$ cat src/rtl/vcve2_vrf_agu.sv
// Address generation unit for the memory-mapped vector register file: turns register
// indices and LMUL into word addresses and keeps one running element pointer per operand.
// Optional feature: define VCVE2_AGU_BOUNDS_CHECK_EN to saturate pointers at the end of
// their register group and raise a sticky ovf_o instead of wrapping.
module vcve2_vrf_agu #(
    parameter int unsigned VLEN          = 128,
    parameter int unsigned PIPE_WIDTH    = 32,
    parameter int unsigned AddrWidth     = 5,
    parameter logic [31:0] VRF_BASE_ADDR = 32'h0000_1000
) (
    input  logic                 clk_i,
    input  logic                 rst_ni,
    input  logic                 load_i,
    input  logic [AddrWidth-1:0] raddr_a_i,
    input  logic [AddrWidth-1:0] raddr_b_i,
    input  logic [AddrWidth-1:0] waddr_i,
    input  logic [2:0]           lmul_i,
    input  logic                 get_rs1_i,
    input  logic                 get_rs2_i,
    input  logic                 get_rd_i,
    input  logic                 incr_i,
    output logic                 ready_o,
    output logic [31:0]          addr_o,
    output logic                 err_o,
    output logic                 ovf_o
);

    localparam int unsigned   RegShift = $clog2(VLEN / 8);
    localparam int unsigned   OffW     = $clog2(VLEN) + 1;
    localparam logic [OffW-1:0] Step     = OffW'(PIPE_WIDTH / 8);
    localparam logic [OffW-1:0] RegBytes = OffW'(VLEN / 8);

    localparam logic [2:0] IDLE   = 3'd0;
    localparam logic [2:0] CALC_A = 3'd1;
    localparam logic [2:0] CALC_B = 3'd2;
    localparam logic [2:0] CALC_D = 3'd3;
    localparam logic [2:0] READY  = 3'd4;

    logic [2:0]           state_q, state_d;
    logic [AddrWidth-1:0] idx_a_q, idx_a_d;
    logic [AddrWidth-1:0] idx_b_q, idx_b_d;
    logic [AddrWidth-1:0] idx_d_q, idx_d_d;
    logic [OffW-1:0]      gb_q, gb_d;
    logic                 err_q, err_d;
    logic [31:0]          base_a_q, base_a_d;
    logic [31:0]          base_b_q, base_b_d;
    logic [31:0]          base_d_q, base_d_d;
    logic [OffW-1:0]      off_a_q, off_a_d;
    logic [OffW-1:0]      off_b_q, off_b_d;
    logic [OffW-1:0]      off_d_q, off_d_d;
`ifdef VCVE2_AGU_BOUNDS_CHECK_EN
    logic                 ovf_q, ovf_d;
`endif

    // Group size and alignment are decided once, from the raw inputs, in the load cycle.
    logic [OffW-1:0] load_gb;
    logic [2:0]      grp_mask;
    logic            load_err;

    // NOTE: every combinational output gets a default first, so no path can infer a latch.
    always_comb begin
        load_gb  = RegBytes;
        grp_mask = 3'b000;
        load_err = 1'b0;
        case (lmul_i)
            3'b001: begin load_gb = RegBytes << 1; grp_mask = 3'b001; end
            3'b010: begin load_gb = RegBytes << 2; grp_mask = 3'b011; end
            3'b011: begin load_gb = RegBytes << 3; grp_mask = 3'b111; end
            3'b111: load_gb = RegBytes >> 1;
            3'b110: load_gb = RegBytes >> 2;
            3'b101: load_gb = RegBytes >> 3;
            3'b100: load_err = 1'b1;
            default: ;
        endcase
        if (load_gb < Step) begin
            load_gb = Step;
        end
        if (|((raddr_a_i[2:0] | raddr_b_i[2:0] | waddr_i[2:0]) & grp_mask)) begin
            load_err = 1'b1;
        end
    end

    logic [AddrWidth-1:0] calc_idx;
    logic [31:0]          calc_base;

    always_comb begin
        case (state_q)
            CALC_B:  calc_idx = idx_b_q;
            CALC_D:  calc_idx = idx_d_q;
            default: calc_idx = idx_a_q;
        endcase
    end

    assign calc_base = VRF_BASE_ADDR + (32'(calc_idx) << RegShift);

    logic            sel_a, sel_b, sel_d;
    logic            incr_en;
    logic [OffW-1:0] off_sel, off_inc, off_next;
    logic            at_end;

    assign sel_a   = get_rs1_i;
    assign sel_b   = ~get_rs1_i & get_rs2_i;
    assign sel_d   = ~get_rs1_i & ~get_rs2_i & get_rd_i;
    assign incr_en = incr_i & ~load_i & (state_q == READY) & (sel_a | sel_b | sel_d);

    assign off_sel = sel_a ? off_a_q : (sel_b ? off_b_q : off_d_q);
    assign off_inc = off_sel + Step;
    assign at_end  = (off_inc >= gb_q);

`ifdef VCVE2_AGU_BOUNDS_CHECK_EN
    assign off_next = at_end ? off_sel : off_inc;
`else
    assign off_next = at_end ? '0 : off_inc;
`endif

    always_comb begin
        state_d  = state_q;
        idx_a_d  = idx_a_q;
        idx_b_d  = idx_b_q;
        idx_d_d  = idx_d_q;
        gb_d     = gb_q;
        err_d    = err_q;
        base_a_d = base_a_q;
        base_b_d = base_b_q;
        base_d_d = base_d_q;
        off_a_d  = off_a_q;
        off_b_d  = off_b_q;
        off_d_d  = off_d_q;
`ifdef VCVE2_AGU_BOUNDS_CHECK_EN
        ovf_d    = ovf_q;
`endif
        // A load restarts from any state and overrides a coincident increment.
        if (load_i) begin
            state_d = CALC_A;
            idx_a_d = raddr_a_i;
            idx_b_d = raddr_b_i;
            idx_d_d = waddr_i;
            gb_d    = load_gb;
            err_d   = load_err;
            off_a_d = '0;
            off_b_d = '0;
            off_d_d = '0;
`ifdef VCVE2_AGU_BOUNDS_CHECK_EN
            ovf_d   = 1'b0;
`endif
        end else begin
            case (state_q)
                CALC_A: begin base_a_d = calc_base; state_d = CALC_B; end
                CALC_B: begin base_b_d = calc_base; state_d = CALC_D; end
                CALC_D: begin base_d_d = calc_base; state_d = READY;  end
                IDLE, READY: ;
                default: state_d = IDLE;
            endcase
            if (incr_en) begin
                if (sel_a) off_a_d = off_next;
                if (sel_b) off_b_d = off_next;
                if (sel_d) off_d_d = off_next;
`ifdef VCVE2_AGU_BOUNDS_CHECK_EN
                if (at_end) ovf_d = 1'b1;
`endif
            end
        end
    end

    // NOTE: sequential state uses non-blocking assignments only; next-state logic lives above.
    always_ff @(posedge clk_i or negedge rst_ni) begin
        if (!rst_ni) begin
            state_q  <= IDLE;
            idx_a_q  <= '0;
            idx_b_q  <= '0;
            idx_d_q  <= '0;
            gb_q     <= '0;
            err_q    <= 1'b0;
            base_a_q <= '0;
            base_b_q <= '0;
            base_d_q <= '0;
            off_a_q  <= '0;
            off_b_q  <= '0;
            off_d_q  <= '0;
`ifdef VCVE2_AGU_BOUNDS_CHECK_EN
            ovf_q    <= 1'b0;
`endif
        end else begin
            state_q  <= state_d;
            idx_a_q  <= idx_a_d;
            idx_b_q  <= idx_b_d;
            idx_d_q  <= idx_d_d;
            gb_q     <= gb_d;
            err_q    <= err_d;
            base_a_q <= base_a_d;
            base_b_q <= base_b_d;
            base_d_q <= base_d_d;
            off_a_q  <= off_a_d;
            off_b_q  <= off_b_d;
            off_d_q  <= off_d_d;
`ifdef VCVE2_AGU_BOUNDS_CHECK_EN
            ovf_q    <= ovf_d;
`endif
        end
    end

    always_comb begin
        addr_o = '0;
        if (sel_a) begin
            addr_o = base_a_q + 32'(off_a_q);
        end else if (sel_b) begin
            addr_o = base_b_q + 32'(off_b_q);
        end else if (sel_d) begin
            addr_o = base_d_q + 32'(off_d_q);
        end
    end

    assign ready_o = (state_q == READY);
    assign err_o   = err_q;

`ifdef VCVE2_AGU_BOUNDS_CHECK_EN
    assign ovf_o = ovf_q;
`else
    assign ovf_o = 1'b0;
`endif

endmodule

$ cat config.mk
export PLATFORM = sky130hd
export DESIGN_NAME = vcve2_vrf_agu
export DESIGN_NICKNAME = d
export VERILOG_FILES = /design/src/rtl/vcve2_vrf_agu.sv
export SDC_FILE = /design/constraint.sdc
export NUM_CORES = 1
export LEC_CHECK = 0
export CORE_MARGIN = 8
export CORE_UTILIZATION = 45
export DETAILED_ROUTE_END_ITERATION = 8
export GPL_ROUTABILITY_DRIVEN = 0
export PLACE_DENSITY = 0.68
export REMOVE_ABC_BUFFERS = 1
export SLEW_MARGIN = 5
export SYNTH_ARGS = -nofsm -noshare
export SYNTH_HDL_FRONTEND = slang
export SYNTH_SLANG_ARGS = --single-unit
$ cat constraint.sdc
create_clock -name clk_i -period 4 [get_ports clk_i]
set_clock_uncertainty 0.05 [all_clocks]
set_input_delay 0.8 -clock clk_i [delete_from_list [all_inputs] [get_ports clk_i]]
set_output_delay 0.8 -clock clk_i [all_outputs]
set_load 0.03 [all_outputs]
==> flow_summary_export.csv, run 1 <==
group,metric,value,unit
global_route,grt_max_degree,53,
logic_synthesis,syn_area_per_cell,9.57,µm²
final_layout,drive_above_1_share,12.0,%
floorplan,fp.dieH,110,µm
power,leakage,2.13,nW
logic_synthesis,synth_seq_cells,68,
routing,drt-total-wl,8610,µm
floorplan,initial_core_util,45.9,%
cts,htreeDepth,3,
power,max-vdd-ir-drop,0.000177,V
global_route,overflow,0,
cts,cts_tree,"yes",
final_layout,stdcell_area,4550,µm²
critical_path,critical_path_required,3.15,ns
logic_synthesis,yosysSeqAreaShare,43.2,%
critical_path,r2r-end,"off_b_q[7]",
critical_path,startpoint,"off_d_q[4]",
timing,slew_headroom,33.6,%
logic_synthesis,synth_edf_count,0,
logic_synthesis,synth_ff_type,"dfrtp_1",
global_route,use_met1,20.7,%
floorplan,die-area,12000,µm²
routing,vias_per_cell,5.22,
global_route,grtUsageTotal,15.4,%
critical_path,start_kind,"register",
timing,tightest_slew,0.996,ns
cts,cts_setup_buffers,0,
cts,root_buffer,"clkbuf_8",
cts,clk_pin_slew_worst_paths,0.07,ns
logic_synthesis,synth_largest_area_cell,"dfrtp_1",
logic_synthesis,synthesis.area,3940,µm²
timing,fin_crit_sh,93.5,%
floorplan,design.core.area,8590,µm²
timing,rsz0062_at_grt,"no",
power,swShare,32.0,%
critical_path,regToRegSetupSlack,1.01,ns
timing,worst_slack,0.261,ns
floorplan,fp-row-count,34,
worst_hold_path,hold_depth,1,
critical_path,rr_worst_depth,12,
logic_synthesis,ys_async_sr_fraction,100,%
timing,fmax,267,MHz
routing,post_drt_wl_per_cell,15.2,µm
logic_synthesis,synth.distinct_cells,44,
cts,cts_buffer_depth,2,
power,power.density,388,nW/µm²
place,post_dp_cell_area,4370,µm²
critical_path,cp.arrival,2.89,ns
global_route,grt_busiest_layer,"met2",
routing,drc_errors,0,
routing,drt_iter0_markers,130,
worst_hold_path,min_to,"base_a_q[12]",
timing,slew_viol_final,0,
final_layout,synthToLayoutAreaGrowth,15.4,%
global_route,grt_pass1_vias,3036,
critical_path,worstPathMaxFanout,3,
worst_hold_path,hold_path.class,"register to register",
routing,ant_nets,0,
global_route,use_met3,3.28,%
worst_hold_path,hold_path_startpoint,"base_a_q[12]",
floorplan,io_pins,60,
cts,cts_made_buffers,9,
critical_path,r2r_start,"off_b_q[2]",
final_layout,nNetsFinal,501,
critical_path,end_kind,"output pin",
power,power,1.77,mW
place,pre_cts_slack,-0.258,ns
run,maxCapViolations,0,
power,seqPwrFrac,47.2,%
critical_path,path_class,"register to output pin",
logic_synthesis,synth_top_area_share,43.2,%
routing,drt-pass1-iter-count,4,
timing,period_minus_slack,3.74,ns
run_status,status,"complete, no violations",
cts,worstSkewPairLatency,0.34,ns
power,p_clk_share,29.1,%
place,place_hpwl,6360,µm
logic_synthesis,synthTopCellsByArea,"dfrtp_1, ha_1, o21ai_0, mux2_2, nand2_1",
logic_synthesis,synth_warnings,0,
global_route,grt_use_met2,24.8,%
cts,cts_sinks,68,
global_route,antenna_found_initial,0,
place,port_buffers,37,
timing,setup_viol,0,
global_route,grt_pass1_wl,14600,µm
final_layout,antenna_cells,0,
floorplan,dieWidth,110,µm
routing,vias,2957,
power,p_int,1.20,mW
power,switchingPower,0.565,mW
timing,hold_viol,0,
power,combPwrFrac,23.7,%
logic_synthesis,syn_inst,412,
-- cell families after synthesis --
| logic type | synth area share, % |
|---|---|
| adder cells (fa/ha/maj) | 7.84 |
| flip-flops | 43.2 |
| AND/OR/NAND/NOR | 14.9 |
| AO/OA/AOI/OAI | 16.1 |
| XOR/XNOR | 3.11 |
| buffers and inverters | 7.87 |
| multiplexers | 6.95 |
| other | 0.0951 |
-- power by group through the flow --
stage	clock network [mW]	logic [mW]	registers, mW
floorplan	0	0.277	0.831
global placement	0	0.411	0.842
detailed placement	0	0.419	0.846
CTS	0.526	0.423	0.834
global route	0.554	0.469	0.846
finish	0.514	0.419	0.834
-- Yosys cell counts, types with 2 or more instances --
library cell	count
o211ai_1	3
xnor2_1	7
a221oi_1	2
nor3b_1	2
dfrtp_1	68
nor2b_1	11
mux2_2	15
o211a_1	2
a21oi_1	31
o22ai_1	2
clkbuf_1	14
nor2_1	15
nand3_1	5
a21o_1	9
xor2_1	7
a22oi_1	2
fa_1	3
buf_2	2
o21ai_0	46
a211oi_1	2
o31ai_1	3
nand3b_1	18
or3_1	2
nand2_1	45
ha_1	19
o21bai_1	2
inv_1	18
mux2i_1	9
nand2b_1	11
nand4_1	2
buf_4	22
-- through the flow --
step                      hold slack [ns]  setup TNS (ns)  cells  utilization [%]
after floorplan                     0.385               0    393                -
after global placement              0.402           -1.03    551             50.8
after detailed placement            0.405           -3.30    551             50.8
after CTS                           0.425               0    566             52.9
after global routing                0.442               0    566             52.9
final                               0.420               0    566             52.9
-- routing by layer --
layer	routed length (µm)	up-vias
met1	4280	1416
li1	-	1473
met3	377	5
met2	3880	63
met4	65	0
met5	0	-
-- sequential cells by signal (all words and copies together) (netlist names) --
signal    cells
idx_b_q       5
base_d_q      6
err_o         1
state_q       3
base_b_q      6
off_a_q       8
idx_d_q       5
base_a_q      6
off_d_q       8
idx_a_q       5
off_b_q       8
gb_q          7
-- worst max-delay path by stage --
stage	depth (start not counted)	slack [ns]	endpoint
final	9	0.26	addr_o[8]
after global routing	14	0.1	off_a_q[7]
after CTS	13	0.09	off_a_q[7]
after detailed placement	13	-0.26	off_a_q[7]
after global placement	13	-0.10	off_b_q[7]
after floorplan	12	0.62	off_a_q[7]
-- critical path, cell delays in order, from the launching register on --
cell and delay (ns):
dfrtp_1 0.41, ha_1 0.22, fa_1 0.41, a21o_1 0.17
a21oi_1 0.17, xor2_1 0.08, nor3b_1 0.19, a211oi_1 0.08
a21oi_1 0.12, clkdlybuf4s50_1 0.68
-- cells in the final DEF (no fill, tap or decap), types with 2 or more instances in the layout --
master and count:
dfrtp_1 68, o21ai_0 46, nand2_1 45, a21oi_1 31
clkdlybuf4s50_1 27, conb_1 22, buf_4 20, ha_1 19
inv_1 18, nand3b_1 18, nor2_1 15, mux2_2 15
nand2b_1 11, nor2b_1 11, clkbuf_8 11, mux2i_1 9
a21o_1 8, xnor2_1 7, xor2_1 7, nand3_1 5
o211ai_1 3, o31ai_1 3, fa_1 3, nand4_1 2
nor3b_1 2, a211oi_1 2, a22oi_1 2, a221oi_1 2
o211a_1 2, o21bai_1 2, or3_1 2, o22ai_1 2
clkinvlp_4 2, clkinv_2 2
-- final cells by class --
type	count	area, µm²
clock buffer	11	151
clock inverter	4	25.0
inverter	18	67.6
tap	108	135
sequential	68	1700
fill	822	4040
timing repair buffer	50	458
multi-input combinational	307	2010
-- what timing repair did --
action / CTS / global route
endpoints found under the setup margin: 0 / 20
hold buffers: 0 / 0
gates resized for setup: 0 / 2
Power figures use the tool's default switching activity.
==> run 2, diff against run 1 <==
TNS_END_PERCENT = 30   (was default)
==> results of run 2 <==
No change in the layout: final DEF, timing and power equal those of run 1.
==> run 3, diff against run 2 <==
HOLD_SLACK_MARGIN = 0.1   (was default)
==> results of run 3 <==
No change in the layout: final DEF, timing and power equal those of run 1.
